File: config.mk
export PLATFORM = sky130hd
export DESIGN_NAME = multicycle_control_fsm
export DESIGN_NICKNAME = d
export VERILOG_FILES = /design/src/rtl/multicycle_control_fsm.sv
export SDC_FILE = /design/constraint.sdc
export NUM_CORES = 1
export LEC_CHECK = 0
export ABC_AREA = 1
export BUFFER_PORTS_ARGS = -buffer_cell sky130_fd_sc_hd__buf_2
export CORE_UTILIZATION = 58
export DETAILED_ROUTE_END_ITERATION = 12
export PLACE_DENSITY = 0.85
export SYNTH_ARGS = -nofsm -noshare
export SYNTH_HDL_FRONTEND = slang
export SYNTH_SLANG_ARGS = --single-unit
File: constraint.sdc
create_clock -name clk -period 3.9 [get_ports clk]
set_input_delay 0 -clock clk [delete_from_list [all_inputs] [get_ports clk]]
set_output_delay 0 -clock clk [all_outputs]
set_load 0.03 [all_outputs]
File: src/rtl/multicycle_control_fsm.sv
// Multi-cycle control sequencer for the RV32 subset R-type, lw, sw and beq.
//
// One memory port and one ALU are shared across fetch, address generation and
// execute. The FSM steers the datapath muxes and raises the PC/IR/register-file/
// memory strobes for each step of an instruction, and waits on a ready-based
// memory handshake that gives up after MEM_WAIT_MAX stalled cycles.
//
// Ports:
//   clk                 system clock
//   rst                 synchronous active-high reset; also gates all strobes low
//   opcode              instr[6:0] from the IR
//   zero                ALU zero flag, decides the beq PC load
//   mem_ready           memory finishes the pending access this cycle
//   control_pc_write    PC load strobe
//   control_ir_write    IR load strobe
//   control_adr_src     memory address select: 0=PC, 1=ALUOut
//   control_mem_read    memory read request
//   control_mem_write   memory write request
//   control_reg_write   register file write strobe
//   control_result_src  result select: 00=ALUOut, 01=mem data, 10=ALU result
//   control_alu_src_a   ALU A select: 00=PC, 01=oldPC, 10=rs1
//   control_alu_src_b   ALU B select: 00=rs2, 01=imm, 10=const 4
//   control_alu_op      ALU op class: 00=add, 01=sub/compare, 10=funct-decoded
//   state_o             current state encoding
//   instr_count         retired instruction count, wraps modulo 2^CNT_W
//   halted              FSM sits in HALT
//   mem_timeout         sticky: HALT was entered through a memory timeout

module multicycle_control_fsm #(
    parameter int unsigned MEM_WAIT_MAX = 15,
    parameter int unsigned CNT_W        = 32
) (
    input  logic             clk,
    input  logic             rst,
    input  logic [6:0]       opcode,
    input  logic             zero,
    input  logic             mem_ready,
    output logic             control_pc_write,
    output logic             control_ir_write,
    output logic             control_adr_src,
    output logic             control_mem_read,
    output logic             control_mem_write,
    output logic             control_reg_write,
    output logic [1:0]       control_result_src,
    output logic [1:0]       control_alu_src_a,
    output logic [1:0]       control_alu_src_b,
    output logic [1:0]       control_alu_op,
    output logic [3:0]       state_o,
    output logic [CNT_W-1:0] instr_count,
    output logic             halted,
    output logic             mem_timeout
);

    // wait_cnt never exceeds MEM_WAIT_MAX-1, so $clog2(MEM_WAIT_MAX) bits suffice.
    localparam int unsigned WaitW = (MEM_WAIT_MAX > 1) ? $clog2(MEM_WAIT_MAX) : 1;
    localparam logic [WaitW-1:0] WaitLast = WaitW'(MEM_WAIT_MAX - 1);

    localparam logic [6:0] OpLoad   = 7'b0000011;
    localparam logic [6:0] OpStore  = 7'b0100011;
    localparam logic [6:0] OpRtype  = 7'b0110011;
    localparam logic [6:0] OpBranch = 7'b1100011;

    typedef enum logic [3:0] {
        StFetch    = 4'd0,
        StDecode   = 4'd1,
        StMemAdr   = 4'd2,
        StMemRead  = 4'd3,
        StMemWb    = 4'd4,
        StMemWrite = 4'd5,
        StExecR    = 4'd6,
        StAluWb    = 4'd7,
        StBeq      = 4'd8,
        StHalt     = 4'd9
    } state_e;

    state_e             state_q, state_d;
    logic [WaitW-1:0]   wait_q, wait_d;
    logic [CNT_W-1:0]   instr_count_q;
    logic               mem_timeout_q;

    // Ungated strobes; reset masks them on the way out.
    logic pc_write, ir_write, mem_read, mem_write, reg_write;
    logic retire;
    logic timeout_hit;
    logic in_mem_state;
    logic wait_expired;

    assign wait_expired = (wait_q == WaitLast) && !mem_ready;

    // Next state, datapath selects and strobes.
    always_comb begin
        state_d            = state_q;
        pc_write           = 1'b0;
        ir_write           = 1'b0;
        mem_read           = 1'b0;
        mem_write          = 1'b0;
        reg_write          = 1'b0;
        control_adr_src    = 1'b0;
        control_result_src = 2'b00;
        control_alu_src_a  = 2'b00;
        control_alu_src_b  = 2'b00;
        control_alu_op     = 2'b00;
        retire             = 1'b0;
        timeout_hit        = 1'b0;
        in_mem_state       = 1'b0;

        unique case (state_q)
            StFetch: begin
                // PC + 4 computed in the same cycle as the instruction read.
                in_mem_state       = 1'b1;
                mem_read           = 1'b1;
                control_alu_src_b  = 2'b10;
                control_result_src = 2'b10;
                if (mem_ready) begin
                    ir_write = 1'b1;
                    pc_write = 1'b1;
                    state_d  = StDecode;
                end else if (wait_expired) begin
                    timeout_hit = 1'b1;
                    state_d     = StHalt;
                end
            end

            StDecode: begin
                // Branch target oldPC + imm lands in ALUOut for a possible beq.
                control_alu_src_a = 2'b01;
                control_alu_src_b = 2'b01;
                case (opcode)
                    OpLoad, OpStore: state_d = StMemAdr;
                    OpRtype:         state_d = StExecR;
                    OpBranch:        state_d = StBeq;
                    default:         state_d = StHalt;
                endcase
            end

            StMemAdr: begin
                control_alu_src_a = 2'b10;
                control_alu_src_b = 2'b01;
                state_d = (opcode == OpLoad) ? StMemRead : StMemWrite;
            end

            StMemRead: begin
                in_mem_state    = 1'b1;
                control_adr_src = 1'b1;
                mem_read        = 1'b1;
                if (mem_ready) begin
                    state_d = StMemWb;
                end else if (wait_expired) begin
                    timeout_hit = 1'b1;
                    state_d     = StHalt;
                end
            end

            StMemWb: begin
                control_result_src = 2'b01;
                reg_write          = 1'b1;
                retire             = 1'b1;
                state_d            = StFetch;
            end

            StMemWrite: begin
                in_mem_state    = 1'b1;
                control_adr_src = 1'b1;
                mem_write       = 1'b1;
                if (mem_ready) begin
                    retire  = 1'b1;
                    state_d = StFetch;
                end else if (wait_expired) begin
                    timeout_hit = 1'b1;
                    state_d     = StHalt;
                end
            end

            StExecR: begin
                control_alu_src_a = 2'b10;
                control_alu_op    = 2'b10;
                state_d           = StAluWb;
            end

            StAluWb: begin
                reg_write = 1'b1;
                retire    = 1'b1;
                state_d   = StFetch;
            end

            StBeq: begin
                control_alu_src_a = 2'b10;
                control_alu_op    = 2'b01;
                pc_write          = zero;
                retire            = 1'b1;
                state_d           = StFetch;
            end

            StHalt: begin
                state_d = StHalt;
            end

            default: begin
                state_d = StHalt;
            end
        endcase
    end

    // Staying in a memory state means this cycle stalled; any move restarts the count.
    always_comb begin
        wait_d = '0;
        if (in_mem_state && (state_d == state_q)) begin
            wait_d = wait_q + WaitW'(1);
        end
    end

    always_ff @(posedge clk) begin
        if (rst) begin
            state_q       <= StFetch;
            wait_q        <= '0;
            instr_count_q <= '0;
            mem_timeout_q <= 1'b0;
        end else begin
            state_q <= state_d;
            wait_q  <= wait_d;
            if (retire) begin
                instr_count_q <= instr_count_q + CNT_W'(1);
            end
            if (timeout_hit) begin
                mem_timeout_q <= 1'b1;
            end
        end
    end

    assign control_pc_write  = pc_write  & ~rst;
    assign control_ir_write  = ir_write  & ~rst;
    assign control_mem_read  = mem_read  & ~rst;
    assign control_mem_write = mem_write & ~rst;
    assign control_reg_write = reg_write & ~rst;

    assign state_o     = state_q;
    assign instr_count = instr_count_q;
    assign halted      = (state_q == StHalt);
    assign mem_timeout = mem_timeout_q;

endmodule

==> flow_summary_export.csv <==
group,metric,value,unit
route,antenna_left,0,
grt,gr-total-overflow,0,
critical_path,crit_path_max_fanout,26,
clock_tree,clockRootBuffer,"clkbuf_8",
route,drt_iter0_drc,198,
timing,fin_crit,1830,ps
cells_and_area,diodes,0,
worst_hold_path,worstHoldPathType,"in -> reg",
critical_path,crit_start,"state_o[0]",
cells_and_area,layout_commonest_cell,"nand2_1",
synthesis,synth_cell_types,33,
clock_tree,htree_levels,2,
placement,portBuffers,62,
pwr,p_leak,1.36,nW
route,drc,0,
critical_path,r2r_slack,2070,ps
floorplanning,ios,63,
cells_and_area,final_cell_mix,"124 x nand2_1, 62 x buf_2, 56 x nor2_1",
critical_path,cp_slowest_cell,"dfxtp_1",
synthesis,netlist_instances,426,
clock_tree,worstSkewPairLatency,300,ps
pwr,peakVddDrop,0.000249,V
cells_and_area,nets,502,
pwr,power.density,335,nW/µm²
synthesis,synth_area,2630,µm²
grt,grtUsageTotal,30.4,%
placement,dp_hpwl,5320,µm
floorplanning,rows,24,
floorplanning,core,4350,µm²
placement,dp_worst_setup_slack,2130,ps
placement,gp_congestion,0.978,
timing,fin_tns_setup,0,ps
timing,timing.final.ws_setup,2070,ps
synthesis,synth_edf_count,0,
clock_tree,cts_sinks,41,
route,vias,2993,
critical_path,crit_type,"reg -> reg",
synthesis,ys.warnings.count,0,
critical_path,start_kind,"register",
floorplanning,fp.dieW,69.3,µm
clock_tree,postCtsResizedCells,0,
floorplanning,die_height,69.3,µm
cells_and_area,drive_above_1_share,20.0,%
floorplanning,dieArea,4800,µm²
synthesis,avgSynthCellArea,6.17,µm²
worst_hold_path,worstHoldPathCells,4,
job,drv_cap,0,
grt,grt_max_degree,29,
critical_path,reg2reg_to,"instr_count[23]",
route,vias_per_cell,5.53,
synthesis,yosysSeqAreaShare,31.2,%
placement,dp.cells,533,
timing,finalClockSkew,5.42,ps
timing,timing.fmax,546,MHz
synthesis,synthFlopType,"dfxtp_1",
timing,rsz0062_at_grt,"false",
critical_path,path_buf_inv,1,
cells_and_area,finish.instance_area,3050,µm²
synthesis,synth-seq-cells,41,
clock_tree,post_cts_buffers,0,
critical_path,crit_path_max_incr_delay,390,ps
synthesis,syn-num-nets,440,
timing,finalCritPeriodShare,46.9,%
clock_tree,cts_hold_buf,0,
timing,worst_pin_slew,606,ps
route,routed_wl,7140,µm
clock_tree,clk_pin_slew,80,ps
critical_path,crit_required,4090,ps
synthesis,synthArstFlopShare,0,%
route,drt_pass1_iterations,5,
grt,antenna_found_initial,0,
pwr,power,1.02,mW
route,wl_per_cell,13.2,µm
cells_and_area,final_cells,541,
timing,maxSlewHeadroom,59.2,%
critical_path,cp_top_family,"simple AND/OR/NAND/NOR gates",
timing,drv_slew,0,
status,status,"finished clean",
floorplanning,start_util,60.3,%
placement,placed_cell_area,2960,µm²
grt,grt_pass1_wl,11900,µm
critical_path,arrival,2020,ps
clock_tree,clockBufferDepth,2,
timing,report.final.hold_viol_count,0,
clock_tree,cts_buffers,5,
timing,setup_viol,0,
clock_tree,cts_tree,"done",
critical_path,endpoint_kind,"register",
critical_path,critical_path.cell_chain,"nor2_1, nand3_2, nand3_4, nand2_2, inv_2, nand2_1, o21ai_1, a21oi_1",
critical_path,rr_startpoint,"state_o[0]",
critical_path,cp.depth,8,
critical_path,rr_worst_depth,8,
grt,grt_pass1_vias,2747,
cells_and_area,area_growth,16.1,%
critical_path,crit_path_end,"instr_count[23]",
## power by group
group | switching [mW] | leakage [nW] | internal (mW)
clock network | 0.158 | 0.0439 | 0.124
logic | 0.211 | 0.982 | 0.0768
registers | 0.0200 | 0.331 | 0.431
## layer usage
| metal | GRT usage [%] | wire (µm) | up-vias |
|---|---|---|---|
| met2 | 53.1 | 3450 | 143 |
| met1 | 36.3 | 3060 | 1336 |
| li1 | - | - | 1491 |
| met3 | 4.07 | 401 | 23 |
| met4 | 15.2 | 227 | 0 |
| met5 | 0 | 0 | - |
## Yosys cell counts, types with 2 or more instances
| library cell | number | area [µm²] |
|---|---|---|
| nand2_1 | 124 | 465 |
| nor2_1 | 56 | 210 |
| inv_1 | 49 | 184 |
| dfxtp_1 | 41 | 821 |
| a21oi_1 | 32 | 160 |
| nand3_1 | 23 | 115 |
| nor3_1 | 16 | 80.1 |
| nand4_1 | 11 | 68.8 |
| o21ai_0 | 9 | 45.0 |
| nand3b_1 | 8 | 60.1 |
| inv_2 | 7 | 26.3 |
| nor2_2 | 5 | 31.3 |
| o21ai_1 | 5 | 25.0 |
| clkbuf_1 | 4 | 15.0 |
| nand2_2 | 4 | 25.0 |
| nor3_2 | 4 | 40.0 |
| xor2_1 | 4 | 35.0 |
| ha_1 | 3 | 37.5 |
| xnor2_1 | 3 | 26.3 |
| a31oi_1 | 2 | 12.5 |
| nand3_2 | 2 | 20.0 |
| nor2_4 | 2 | 22.5 |
| nor4_1 | 2 | 12.5 |
## worst min-delay path: cells and delay by family
family	cells	cell delay [ps]
AOI/OAI and AO/OA	1	90
buffers and inverters	1	110
and+or+nand+nor	2	150
## sequential cells by signal (all words and copies together), names as in the netlist
signal       flops
state_o          4
wait_q           4
mem_timeout      1
instr_count     32
## cell families (layout without fill, tap and decap cells)
family / after synthesis / count (layout) / share of synthesized area, %
AO/OA/AOI/OAI: 49 / 49 / 9.57
XOR/XNOR: 7 / 7 / 2.33
adder cells (fa/ha/maj): 3 / 3 / 1.43
buffers and inverters: 63 / 126 / 9.48
flip-flops: 41 / 41 / 31.2
AND/OR/NAND/NOR: 263 / 263 / 46.0
## worst min path at each step
stage	start	end	slack (ps)
finish	opcode[6]	state_o[2]	100
global route	opcode[6]	state_o[2]	110
CTS	opcode[6]	state_o[2]	90
detailed placement	zero	control_pc_write	390
global placement	zero	control_pc_write	390
floorplan	opcode[6]	state_o[2]	230
## layout make-up
type,count,area (µm²)
Sequential cell,41,821
Inverter,56,210
Fill cell,391,1300
Clock inverter,3,17.5
Multi-Input combinational cell,322,1560
Tap cell,52,65.1
Clock buffer,5,68.8
Timing Repair Buffer,62,310
## stage by stage
stage | util, % | hold slack [ps]
floorplan | - | 230
global placement | 68.1 | 386
detailed placement | 68.1 | 392
CTS | 70.1 | 88.8
global route | 70.1 | 108
finish | 70.1 | 102
Power figures use the tool's default switching activity.
